==> src/rtl/bit_serial_alu_seq.sv <==
// bit_serial_alu_seq: runs a WIDTH-bit AND/OR/ADD/SUB one bit per clock, LSB first,
// through an external 1-bit ALU slice, chaining the slice's Cout back into Cin.
module bit_serial_alu_seq #(
    parameter int WIDTH = 8
) (
    input  logic             clk,
    input  logic             rst_n,
    input  logic             start,
    input  logic [1:0]       op,
    input  logic [WIDTH-1:0] a,
    input  logic [WIDTH-1:0] b,
    output logic             busy,
    output logic             done,
    output logic [WIDTH-1:0] result,
    output logic             carry_out,
    output logic             alu_a,
    output logic             alu_b,
    output logic             alu_cin,
    output logic [1:0]       alu_sel,
    input  logic             alu_result,
    input  logic             alu_cout
);
    localparam int CNT_W = $clog2(WIDTH) + 1;

    typedef enum logic [1:0] {IDLE, RUN, DONE} state_t;

    state_t           state;
    logic [WIDTH-1:0] a_sh, b_sh;
    logic [1:0]       op_q;
    logic             carry;
    logic [CNT_W-1:0] cnt;
    logic             run;

    assign run     = state == RUN;
    assign alu_a   = run & a_sh[0];
    assign alu_b   = run & b_sh[0];
    assign alu_cin = run & carry;
    assign alu_sel = run ? op_q : 2'b00;

    // result doubles as the result shift register: each slice bit enters at the MSB
    always_ff @(posedge clk or negedge rst_n) begin
        if (!rst_n) begin
            state     <= IDLE;
            a_sh      <= '0;
            b_sh      <= '0;
            op_q      <= 2'b00;
            carry     <= 1'b0;
            cnt       <= '0;
            result    <= '0;
            carry_out <= 1'b0;
            busy      <= 1'b0;
            done      <= 1'b0;
        end else begin
            case (state)
                IDLE: if (start) begin
                    a_sh  <= a;
                    b_sh  <= b;
                    op_q  <= op;
                    carry <= 1'b0;
                    cnt   <= '0;
                    busy  <= 1'b1;
                    state <= RUN;
                end
                RUN: begin
                    result <= {alu_result, result[WIDTH-1:1]};
                    carry  <= alu_cout;
                    a_sh   <= a_sh >> 1;
                    b_sh   <= b_sh >> 1;
                    cnt    <= cnt + CNT_W'(1);
                    if (cnt == CNT_W'(WIDTH - 1)) begin
                        carry_out <= alu_cout;
                        busy      <= 1'b0;
                        done      <= 1'b1;
                        state     <= DONE;
                    end
                end
                DONE: begin
                    done  <= 1'b0;
                    state <= IDLE;
                end
                default: state <= IDLE;
            endcase
        end
    end
endmodule

==> config.mk <==
export PLATFORM = sky130hd
export DESIGN_NAME = bit_serial_alu_seq
export DESIGN_NICKNAME = d
export VERILOG_FILES = /design/src/rtl/bit_serial_alu_seq.sv
export SDC_FILE = /design/constraint.sdc
export NUM_CORES = 1
export LEC_CHECK = 0
export ABC_AREA = 1
export CAP_MARGIN = 20
export CORE_ASPECT_RATIO = 0.7
export CORE_MARGIN = 2
export CORE_UTILIZATION = 45
export CTS_CLUSTER_SIZE = 24
export DETAILED_ROUTE_END_ITERATION = 16
export PLACE_DENSITY = 0.74
export RECOVER_POWER = 50
export SLEW_MARGIN = 15
export SYNTH_ARGS = -nofsm -noshare
export SYNTH_HDL_FRONTEND = slang
export SYNTH_SLANG_ARGS = --single-unit
==> constraint.sdc <==
create_clock -name clk -period 1.9 [get_ports clk]
set_input_delay 0.19 -clock clk [delete_from_list [all_inputs] [get_ports clk]]
set_output_delay 0.19 -clock clk [all_outputs]
set_load 0.005 [all_outputs]
# Yosys cells after proc, flatten, opt, wreduce, memory -nomap -nowiden
# Index checks and enable logic that the tools add are counted.
dict set report classes {
  mux 17
  addsub 1
  n_eq_ne 5
  bitwise 3
  reduce_logical 9
}
# cell n
set ops {}
lappend ops {{$pmux W8 S2} 2}
lappend ops {{$mux W8} 2}
lappend ops {{$reduce_and A2 Y1} 5}
lappend ops {{$pmux W4 S2} 1}
lappend ops {{$mux W2} 3}
lappend ops {{$pmux W1 S2} 3}
lappend ops {{$add A4 B1 Y4 const B} 1}
lappend ops {{$eq A4 B3 Y1 const B} 1}
lappend ops {{$mux W1} 4}
lappend ops {{$mux W4} 1}
lappend ops {{$pmux W2 S2} 1}
lappend ops {{$reduce_bool A2 Y1} 2}
lappend ops {{$and A1 B1 Y1} 3}
lappend ops {{$reduce_and A3 Y1} 1}
lappend ops {{$eq A2 B1 Y1 const B} 1}
lappend ops {{$eq A2 B2 Y1 const B} 1}
lappend ops {{$logic_not A2 Y1} 1}
lappend ops {{$ne A2 B1 Y1 const B} 1}
lappend ops {{$ne A2 B2 Y1 const B} 1}
dict set report totals {
  ff_bits 36
}

# Longest topological paths before layout
# Gate-level depths: netlist (run 1).
dict set report depth {
  depth_word 3
  depth_mapped 6
  mapped_depth_nobuf 6
}

# Worst setup path after synthesis (run 1)
# OpenSTA, ideal clock, no wires.
dict set report synth_timing {
  path_type {register to register}
  from {register cnt[0]}
  to {register carry_out}
  path_stages_with_launch 7
  required_ns 1.784
  setup_slack_ns 0.876
  setup_time_ns 0.116
  period_less_slack_ns 1.024
  arrival_time_ns 0.908
  path_cell_list {dfrtp_1 -> ha_1 -> nand2_1 -> nor2_1 -> nand2_1 -> nand2_1 -> nand2_1}
}
dict set report synth_via {
  elab_chain_len 2
}
# item line
set synth_lines {}
lappend synth_lines {{start: declaration} 31} ;# logic [CNT_W-1:0] cnt;
lappend synth_lines {{start signal: assignment} 69} ;# cnt <= cnt + CNT_W'(1);
lappend synth_lines {{$eq A4 B3 Y1} 70} ;# if (cnt == CNT_W'(WIDTH - 1)) begin
lappend synth_lines {{$reduce_and A2 Y1 (no line)} n/a}
lappend synth_lines {{end signal: assignment} 71} ;# carry_out <= alu_cout;
lappend synth_lines {{end: declaration} 15} ;# output logic carry_out,
# No other way between the ends.
# A chain may end at the register's enable or synchronous reset.

# Worst setup path after layout (run 1)
dict set report layout_timing {
  from {register state[1]}
  to {output port alu_a}
}
dict set report layout_via {
  elab_chain_len 2
}
# item line
set layout_lines {}
lappend layout_lines {{start: declaration} 27} ;# state_t state;
lappend layout_lines {{start signal: assignment} 43} ;# state <= IDLE;
lappend layout_lines {{start signal: assignment} 62} ;# state <= RUN;
lappend layout_lines {{start signal: assignment} 74} ;# state <= DONE;
lappend layout_lines {{$eq A2 B1 Y1} 34} ;# assign run = state == RUN;
lappend layout_lines {{$and A1 B1 Y1} 35} ;# assign alu_a = run & a_sh[0];
lappend layout_lines {{end: declaration} 16} ;# output logic alu_a,
# No other way between the ends.

==> metrics.md, run 1 <==
| Metric | Value |
|---|---|
| Slew headroom | `just over 40%` |
| Nets | `roughly 250` |
| Synthesized area per cell | `approximately 8.5 um^2` |
| Final cell count without fillers | `269` |
| Setup CP Type | `flop to primary output` |
| Initial antenna violation count | `0` |
| Peak supply drop | `0.5865 mV` |
| Routability Congestion | `just under 0.8` |
| Clock buffer depth | `2` |
| H-tree levels | `2` |
| Max Cap Viol | `0` |
| Crit path DAT | `about 1.5 ns` |
| Setup TNS | `0 ns` |
| Reg clk slew, reported paths | `roughly 0.070 ns` |
| Fin Hold WS | `~0.45 ns` |
| Area contributors post-synth | `dfrtp_1 (58%), nand2_1 (15%), nand3_1 (12%)` |
| DR vias | `around 1300` |
| Status | `completed` |
| Skew-Pair Late Insertion Delay | `around 0.28 ns` |
| Critical Path Fanout Max | `21` |
| Netlist cell types | `14` |
| Synth top area share | `approximately three fifths` |
| Die area | `approximately 3900 um^2` |
| Leakage power | `between 0.9 and 1 nW` |
| Simple-gate share of the synthesized area | `~30%` |
| Compound-Gate Fraction of Synth Area | `approximately 4.2%` |
| Total wire length | `3222 um` |
| DRT iter0 DRCs | `56` |
| Hold Crit Class | `primary input to flop` |
| Post-Syn Area | `approximately 1500 um^2` |
| Seq/Total Area, Yosys | `between 50 and 60%` |
| Adder-cell share of the synthesized area | `less than 1%` |
| Share of layout cells above drive strength 1 | `a little under 6%` |
| Slew @ Worst Pin | `0.8941 ns` |
| Post CTS Setup Buffer Count | `0` |
| Die Height | `53.01 um` |
| Highest Clock Rate | `584.0 MHz` |
| Mapped Nets | `between 200 and 250` |
| IO Port Bufs | `38` |
| Crit Reg-Reg Endpoint | `op_q[0]` |
| Layout Skew | `0.004928 ns` |
| CP required | `1.71 ns` |
| Cell family with most CP delay | `buffers and inverters` |
| CP bufs+invs | `2` |
| Largest net degree at the start of global routing | `37` |
| Post-CTS resize count | `0` |
| Initial Util | `about half` |
| Reg-to-reg critical path startpoint | `state[1]` |
| Die X | `between 70 and 80 um` |
| Cts hold-fix bufs | `0` |
| Largest family of logic cells by synthesized area | `simple AND/OR/NAND/NOR gates` |
| Placed cell count | `between 200 and 300` |
| TritonCTS clock tree | `built` |
| Vias in the first global route | `approximately 1400` |
| WL/cell | `approximately 12 um` |
| Hold path cells | `3` |
| CP max stage cell | `clkdlybuf4s50_1` |
| Xor and xnor area share after synthesis | `0%` |
| YS warnings | `0` |
| Setup crit end kind | `primary output` |
| First-pass GRT wire length | `approximately 5700 um` |
| Min Tclk post-route | `roughly 1.7 ns` |
| Syn Inst Count | `about 180` |
| Mean number of vias per cell | `between 4 and 5` |
| Worst Hold End | `b_sh[7]` |
| Worst-path cell chain | `inv_2, nand2_4, nor2_1, clkdlybuf4s50_1` |
| Core area | `approximately 3200 um^2` |
| Root buf cell | `clkbuf_8` |
| Ant diodes | `0` |
| DP Wirelength | `2181 um` |
| P&R area growth vs syn | `33.55%` |
| Worst setup SP type | `flop` |
| Final Hold Viols | `0` |
| Post-place instance area | `approximately 2000 um^2` |
| # DRC | `0` |
| Gr ovfl total | `0` |
| Sink Count | `36` |
| Mux share of post-synthesis cell area | `0%` |
| ANT nets after route | `0` |
| IO Pins | `39` |
| RSZ-0062 raised after global routing | `false` |
| Final setup viols | `0` |
| CTS Buf Count | `5` |
| PD cells | `~1500 nW/um^2` |
| FILL cells | `282` |
| Cell Rows | `17` |
| Fin crit share | `around 90%` |
| CP peak stage delay | `0.51 ns` |
| Yosys reg bits | `36` |
| R2R cell count | `5` |
| Design Area, Final | `slightly above 2000 um^2` |
| Hold wc startpoint | `b[7]` |
| GRT Util Overall | `19.23%` |
| 1st-pass router iterations | `6` |
| Post-synth top area cell | `dfrtp_1` |
| Flop-to-flop setup slack | `approximately 0.29 ns` |
| Power consumption | `about 3.1 mW` |
| Fin. max-slew vios | `0` |
-- cells by family after synthesis --
kind of cell    count (synthesis)
buf+inv                        21
fa+ha+maj                       1
simple gates                  110
compound gates                 13
flops                          36
-- area by class of cell --
class                   instances  area [um^2]  area share (%)
clock buffers                   6        72.57           3.519
clock inverters                 2        35.03           1.699
inverters                      12        45.04           2.184
multi-input cells             124        545.5           26.46
flip-flops and latches         36        900.9           43.69
well taps                      47        58.81           2.852
repair buffers                 42        404.1           19.60
-- placed cells by master, fill, tap and decap left out, drive strengths merged, types with 2 or more instances in the layout --
cell type / instances
inv: 12
o21ai: 12
nand2: 63
buf: 2
nand3: 36
clkbuf: 8
clkdlybuf4s50: 37
dfrtp: 36
nor2: 10
-- metrics by stage --
stage / worst slack, ns / utilization (%)
final: 0.1878 / 64.20
after global routing: 0.07008 / 64.20
after CTS: 0.03173 / 64.24
after detailed placement: 0.3473 / 60.89
after global placement: 0.3797 / 60.89
after floorplan: 0.8756 / -
-- cells in the mapped netlist --
cell type / instances
a21oi_1: 1
dfrtp_1: 36
nand4_1: 1
inv_1: 10
ha_1: 1
nor2_1: 10
inv_2: 2
o21ai_1: 3
nand2_2: 1
nand3_1: 36
buf_2: 7
o21ai_0: 9
buf_6: 2
nand2_1: 62
-- state kept, by name, indices dropped and copies added, names as in the netlist --
signal	flops
carry_out	1
result	8
busy	1
carry	1
a_sh	8
cnt	4
state	2
b_sh	8
op_q	2
done	1
-- power breakdown --
part / total [mW] / switching [mW] / leakage [nW] / internal, mW
clock network: 0.648 / 0.259 / 0.0552 / 0.389
logic: 1.20 / 0.625 / 0.467 / 0.570
registers: 1.30 / 0.206 / 0.453 / 1.10
total: 3.14 / 1.09 / 0.976 / 2.06
-- worst min-delay path, delay by kind of cell --
kind,cells,cell delay (ns)
buffers and inverters,1,0.40
AND/OR/NAND/NOR,2,0.11
-- layer usage --
metal | GRT usage, % | wire length, um
met3 | 4.571 | 140
met2 | 31.40 | 1521
met1 | 24.94 | 1537
met4 | 7.273 | 22
met5 | 0 | 0
-- worst max path at each step --
| stage | startpoint | endpoint | slack, ns | cells past startpoint |
|---|---|---|---|---|
| 2_1_floorplan | cnt[0] | carry_out | 0.88 | 6 |
| 3_3_place_gp | state[1] | alu_a | 0.38 | 4 |
| 3_5_place_dp | state[1] | alu_a | 0.35 | 4 |
| 4_1_cts | state[1] | alu_a | 0.03 | 4 |
| 5_1_grt | state[1] | op_q[1] | 0.07 | 5 |
| 6_report | state[1] | alu_a | 0.19 | 4 |
Power figures use the tool's default switching activity.
==> inputs of run 2 (changes only) <==
HOLD_SLACK_MARGIN = 0.08   (was unset)
clock period = 2.1 ns   (was 1.9 ns; I/O delays follow)
==> run 2 against run 1 <==
  * First-iteration DRC count grew 23%
  * Die area is the same
  * Non-clock buffer count is the same
  * Clock-buffer cell count is the same
  * Power shrank 9.6%
  * Clock power shrank 9.6%
  * Global-route usage grew 0.059 points
  * Critical endpoint unchanged
  * Largest power group unchanged
==> metrics.md, run 2 (same netlist as run 1, synthesis figures left out) <==
| Metric | Value |
|---|---|
| Die Height | `53.01 um (unchanged)` |
| Fin. max-slew vios | `0 (unchanged)` |
| Setup CP Type | `flop to primary output` |
| Peak supply drop | `0.7714 mV (+32%)` |
| # DRC | `0 (unchanged)` |
| Mean number of vias per cell | `4.874 (-0.91%)` |
| H-tree levels | `2 (unchanged)` |
| Hold Crit Class | `primary input to flop` |
| Share of layout cells above drive strength 1 | `5.405% (-0.45 points)` |
| Critical Path Fanout Max | `21 (unchanged)` |
| Setup TNS | `0 ns (unchanged)` |
| CTS Buf Count | `5 (unchanged)` |
| Cell Rows | `17 (unchanged)` |
| Post-place instance area | `1956 um^2 (unchanged)` |
| DR vias | `1311 (-0.91%)` |
| DP Wirelength | `2199 um (+0.85%)` |
| Vias in the first global route | `1220 (-9.7%)` |
| Largest regs | `a_sh: 8 flops, b_sh: 8 flops, result: 8 flops` |
| Commonest non-fill, non-tap cell in the layout | `nand2_1` |
| Critical path origin | `state[1]` |
| Final cell count without fillers | `269 (unchanged)` |
| Sink Count | `36 (unchanged)` |
| 1st-pass router iterations | `5 (-1)` |
| GRT Util Overall | `19.29% (+0.059 points)` |
| P&R area growth vs syn | `33.23%` |
| Skew-Pair Late Insertion Delay | `0.29 ns (about the same)` |
| DRT iter0 DRCs | `69 (+23%)` |
| Leakage power | `0.9746 nW (-0.14%)` |
| TritonCTS clock tree | `built` |
| Slew @ Worst Pin | `0.8728 ns (-0.02135 ns)` |
| Final Hold Viols | `0 (unchanged)` |
| Final setup viols | `0 (unchanged)` |
| Slew headroom | `41.82% (+1.4 points)` |
| IO Port Bufs | `38 (unchanged)` |
| Initial antenna violation count | `0 (unchanged)` |
| Core area | `3212 um^2 (unchanged)` |
| Gr ovfl total | `0 (unchanged)` |
| Fin crit share | `about nine tenths` |
| Crit path DAT | `1.65 ns (+0.13 ns)` |
| Post CTS Setup Buffer Count | `0 (unchanged)` |
| CP required | `1.89 ns (+0.18 ns)` |
| Most frequent cells in the layout | `nand2_1 (62), clkdlybuf4s50_1 (37), nand3_1 (36), dfrtp_1 (36)` |
| Die X | `74.01 um (unchanged)` |
| Design Area, Final | `2057 um^2 (-0.24%)` |
| PD cells | `1382 nW/um^2 (-9.4%)` |
| Status | `completed` |
| Reg-to-reg critical path startpoint | `state[1]` |
| Layout Skew | `0.003432 ns (-0.001496 ns)` |
| Max Cap Viol | `0 (unchanged)` |
| Hold wc startpoint | `a[7]` |
| Worst setup SP type | `flop` |
| RSZ-0062 raised after global routing | `false` |
| Clock buffer depth | `2 (unchanged)` |
| Post-CTS resize count | `0 (unchanged)` |
| FILL cells | `276 (-2.1%)` |
| ANT nets after route | `0 (unchanged)` |
| Cts hold-fix bufs | `0 (unchanged)` |
| Ant diodes | `0 (unchanged)` |
| Initial Util | `48.07% (unchanged)` |
| Root buf cell | `clkbuf_8` |
| Die area | `3923 um^2 (unchanged)` |
| Total wire length | `3273 um (+1.6%)` |
| First-pass GRT wire length | `5561 um (-2.1%)` |
| IO Pins | `39 (unchanged)` |
| Setup crit end kind | `primary output` |
| Routability Congestion | `0.7739 (-1.4%)` |
| Min Tclk post-route | `around 1.9 ns` |
| Placed cell count | `261 (unchanged)` |
| Largest net degree at the start of global routing | `37 (unchanged)` |
| Reg clk slew, reported paths | `0.07 ns (about the same)` |
| Highest Clock Rate | `537.5 MHz` |
| WL/cell | `12.17 um (+1.6%)` |
| Nets | `245 (unchanged)` |
[run 2: worst paths after layout]
| check | cells after the start | end | slack, ns |
|---|---|---|---|
| min reg2reg | 2 | result[0] | 0.49 |
| min | 3 | a_sh[7] | 0.46 |
| max in group asynchronous | 2 | cnt[1] | 0.99 |
| min in group asynchronous | 2 | result[0] | 0.56 |
| max | 4 | alu_a | 0.24 |
| max reg2reg | 6 | a_sh[5] | 0.52 |
[run 2: stage by stage]
stage	setup slack, ns	hold slack (ns)	power (mW)	utilization [%]
global placement	0.5652	0.4629	2.226	60.89
floorplan	1.076	-0.08559	1.815	-
global route	0.1296	0.4902	3.078	64.04
detailed placement	0.5501	0.4764	2.278	60.89
finish	0.2396	0.4618	2.842	64.04
CTS	0.2348	0.3547	2.880	64.24
[run 2: power by group]
part | switching, mW | internal [mW]
Combinational | 0.568 | 0.509
Sequential | 0.187 | 0.992
Clock | 0.235 | 0.352
[run 2: area by class of cell]
| class | count | area (um^2) | share of cell area [%] |
|---|---|---|---|
| well taps | 47 | 58.81 | 2.859 |
| multi-input cells | 124 | 540.5 | 26.28 |
| clock buffers | 6 | 72.57 | 3.528 |
| clock inverters | 2 | 35.03 | 1.703 |
| inverters | 12 | 45.04 | 2.190 |
| flip-flops and latches | 36 | 900.9 | 43.80 |
| repair buffers | 42 | 404.1 | 19.65 |
[run 2: worst max-delay path, stage by stage, from the launching register on]
cell and delay [ns]:
dfrtp_1 0.36, inv_1 0.09, nand2_2 0.23, nor2_1 0.17, clkdlybuf4s50_1 0.51
[run 2: per-layer routing]
metal  track usage [%]  vias to the layer above  routed length (um)
met3             5.333                        7                 198
met1             24.24                      603                1461
met5                 0                        -                   0
li1                  -                      657                   -
met4             6.364                        0                  46
met2             32.29                       44                1567
==> inputs of run 3 (changes only) <==
CORE_UTILIZATION = 50   (was 45)
PLACE_DENSITY = 0.81   (was 0.74)
==> run 3 against run 2 <==
  * Power decreased by 5.5%
  * Flip-flop and latch count unchanged
  * Clock power decreased by 25%
  * Register-to-register slack got worse by 0.17 ns
  * First-iteration DRC count increased by 93%
==> metrics.md, run 3 (same netlist as run 1, synthesis figures left out) <==
| Metric | Value |
|---|---|
| Status | `completed` |
| DRT iter0 DRCs | `133 (+93%)` |
| RSZ-0062 raised after global routing | `false` |
| Die Height | `50.50 um (-4.7%)` |
| Setup TNS | `0 ns (unchanged)` |
| WL/cell | `12.70 um (+4.4%)` |
| Final setup viols | `0 (unchanged)` |
| Core area | `2863 um^2 (-11%)` |
| Root buf cell | `clkbuf_8` |
| P&R area growth vs syn | `29.58%` |
| Layout Skew | `0.003516 ns (+0.00008379 ns)` |
| Hold wc startpoint | `a[7]` |
| DRT met1 WL | `1464 um (+0.21%)` |
| Clock buffer depth | `2 (unchanged)` |
| Setup crit end kind | `primary output` |
| DP Wirelength | `2232 um (+1.5%)` |
| Gr ovfl total | `0 (unchanged)` |
| Slew @ Worst Pin | `0.8671 ns (-0.005628 ns)` |
| Largest regs | `a_sh: 8 flops, b_sh: 8 flops, result: 8 flops` |
| Most frequent cells in the layout | `nand2_1 (62), clkdlybuf4s50_1 (37), nand3_1 (36), dfrtp_1 (36)` |
| Nets | `245 (unchanged)` |
| Metal2 WL | `1528 um (-2.5%)` |
| Max Cap Viol | `0 (unchanged)` |
| R2R cell count | `4 (-2)` |
| CP required | `1.89 ns (about the same)` |
| Die area | `3556 um^2 (-9.4%)` |
| ANT nets after route | `0 (unchanged)` |
| Hold Crit Class | `primary input to flop` |
| Skew-Pair Late Insertion Delay | `0.29 ns (about the same)` |
| Sink Count | `36 (unchanged)` |
| Fin crit share | `86.59% (-2.0 points)` |
| DR WL met3 | `171 um (-14%)` |
| Register area | `900.9 um^2 (unchanged)` |
| Cts hold-fix bufs | `0 (unchanged)` |
| Fin. max-slew vios | `0 (unchanged)` |
| IO Port Bufs | `38 (unchanged)` |
| First-pass GRT wire length | `5354 um (-3.7%)` |
| # DRC | `0 (unchanged)` |
| Die X | `70.42 um (-4.9%)` |
| Vias in the first global route | `1239 (+1.6%)` |
| H-tree levels | `2 (unchanged)` |
| PD cells | `1342 nW/um^2 (-2.8%)` |
| Crit path DAT | `1.61 ns (-0.04 ns)` |
| GRT Util Overall | `20.03% (+0.74 points)` |
| Top sig layer | `met4` |
| Leakage power | `0.9516 nW (-2.4%)` |
| 1st-pass router iterations | `4 (-1)` |
| Initial antenna violation count | `0 (unchanged)` |
| Critical path endpoint | `alu_a` |
| Total wire length | `3239 um (-1.0%)` |
| Reg clk slew, reported paths | `0.06 ns (about the same)` |
| Critical path origin | `state[1]` |
| TritonCTS clock tree | `built` |
| Flop-to-flop setup slack | `0.35 ns (-0.17 ns)` |
| Setup CP Type | `flop to primary output` |
| Final Hold Viols | `0 (unchanged)` |
| Crit Reg-Reg Endpoint | `carry` |
| Mean number of vias per cell | `5.239 (+7.5%)` |
| Post CTS Setup Buffer Count | `0 (unchanged)` |
| Ant diodes | `0 (unchanged)` |
| FILL cells | `230 (-17%)` |
| Power consumption | `2.685 mW (-5.5%)` |
| Largest net degree at the start of global routing | `37 (unchanged)` |
| Peak supply drop | `0.6038 mV (-22%)` |
| CTS Buf Count | `5 (unchanged)` |
| Reg-to-reg critical path startpoint | `state[0]` |
| Post-CTS resize count | `0 (unchanged)` |
| Critical Path Fanout Max | `16 (-24%)` |
| Cell Rows | `16 (-1)` |
| Worst setup SP type | `flop` |
| DR vias | `1336 (+1.9%)` |
| Initial Util | `53.93% (+5.9 points)` |
| Multi-input gate area | `540.5 um^2 (unchanged)` |
| Slew headroom | `42.19% (+0.38 points)` |
| Share of layout cells above drive strength 1 | `4.110% (-1.3 points)` |
| IO Pins | `39 (unchanged)` |
| Routability Congestion | `0.7628 (-1.4%)` |
| Min Tclk post-route | `1.818 ns (-0.04202 ns)` |
| Commonest non-fill, non-tap cell in the layout | `nand2_1` |
| Highest Clock Rate | `549.9 MHz (+2.3%)` |
==> run 3: final cells by class <==
type / count / share of cell area [%]
multi-input combinational: 124 / 27.02
timing repair buffer: 42 / 20.01
tap: 36 / 2.251
inverter: 12 / 2.251
sequential: 36 / 45.03
clock buffer: 5 / 3.440
==> run 3: metrics by stage <==
step                cells  area [um^2]  util (%)  hold slack (ns)  setup WS (ns)
floorplan             181         1544         -         -0.08559          1.076
global placement      250         1942     67.83           0.4593         0.6455
finish                255         2001     69.89           0.4550         0.2816
global route          255         2001     69.89           0.4887         0.1080
CTS                   255         2011     70.24           0.3387         0.2827
detailed placement    250         1942     67.83           0.4787         0.5988
==> run 3: worst max-delay path, stage by stage (launching register included) <==
cell             delay (ns)
dfrtp_1                0.36
inv_1                  0.09
nand2_2                0.19
nor2_1                 0.17
clkdlybuf4s50_1        0.51
==> run 3: how the worst min path moves through the flow <==
| stage | endpoint | slack (ns) | depth (start not counted) |
|---|---|---|---|
| after floorplan | a_sh[0] | -0.09 | 0 |
| after global placement | busy | 0.46 | 2 |
| after detailed placement | busy | 0.48 | 2 |
| after CTS | a_sh[6] | 0.34 | 2 |
| after global routing | b_sh[5] | 0.49 | 3 |
| final | a_sh[7] | 0.46 | 3 |
==> run 3: power by group <==
group,total (mW),leakage (nW),internal [mW],switching [mW]
combinational,1.07,0.462,0.502,0.566
sequential,1.18,0.453,0.992,0.189
clock,0.437,0.0359,0.213,0.223
==> run 3: layer usage <==
metal,vias to the layer above,GRT usage (%)
met2,37,32.23
met4,0,10.90
li1,656,-
met5,-,0
met1,636,24.54
met3,7,5.823
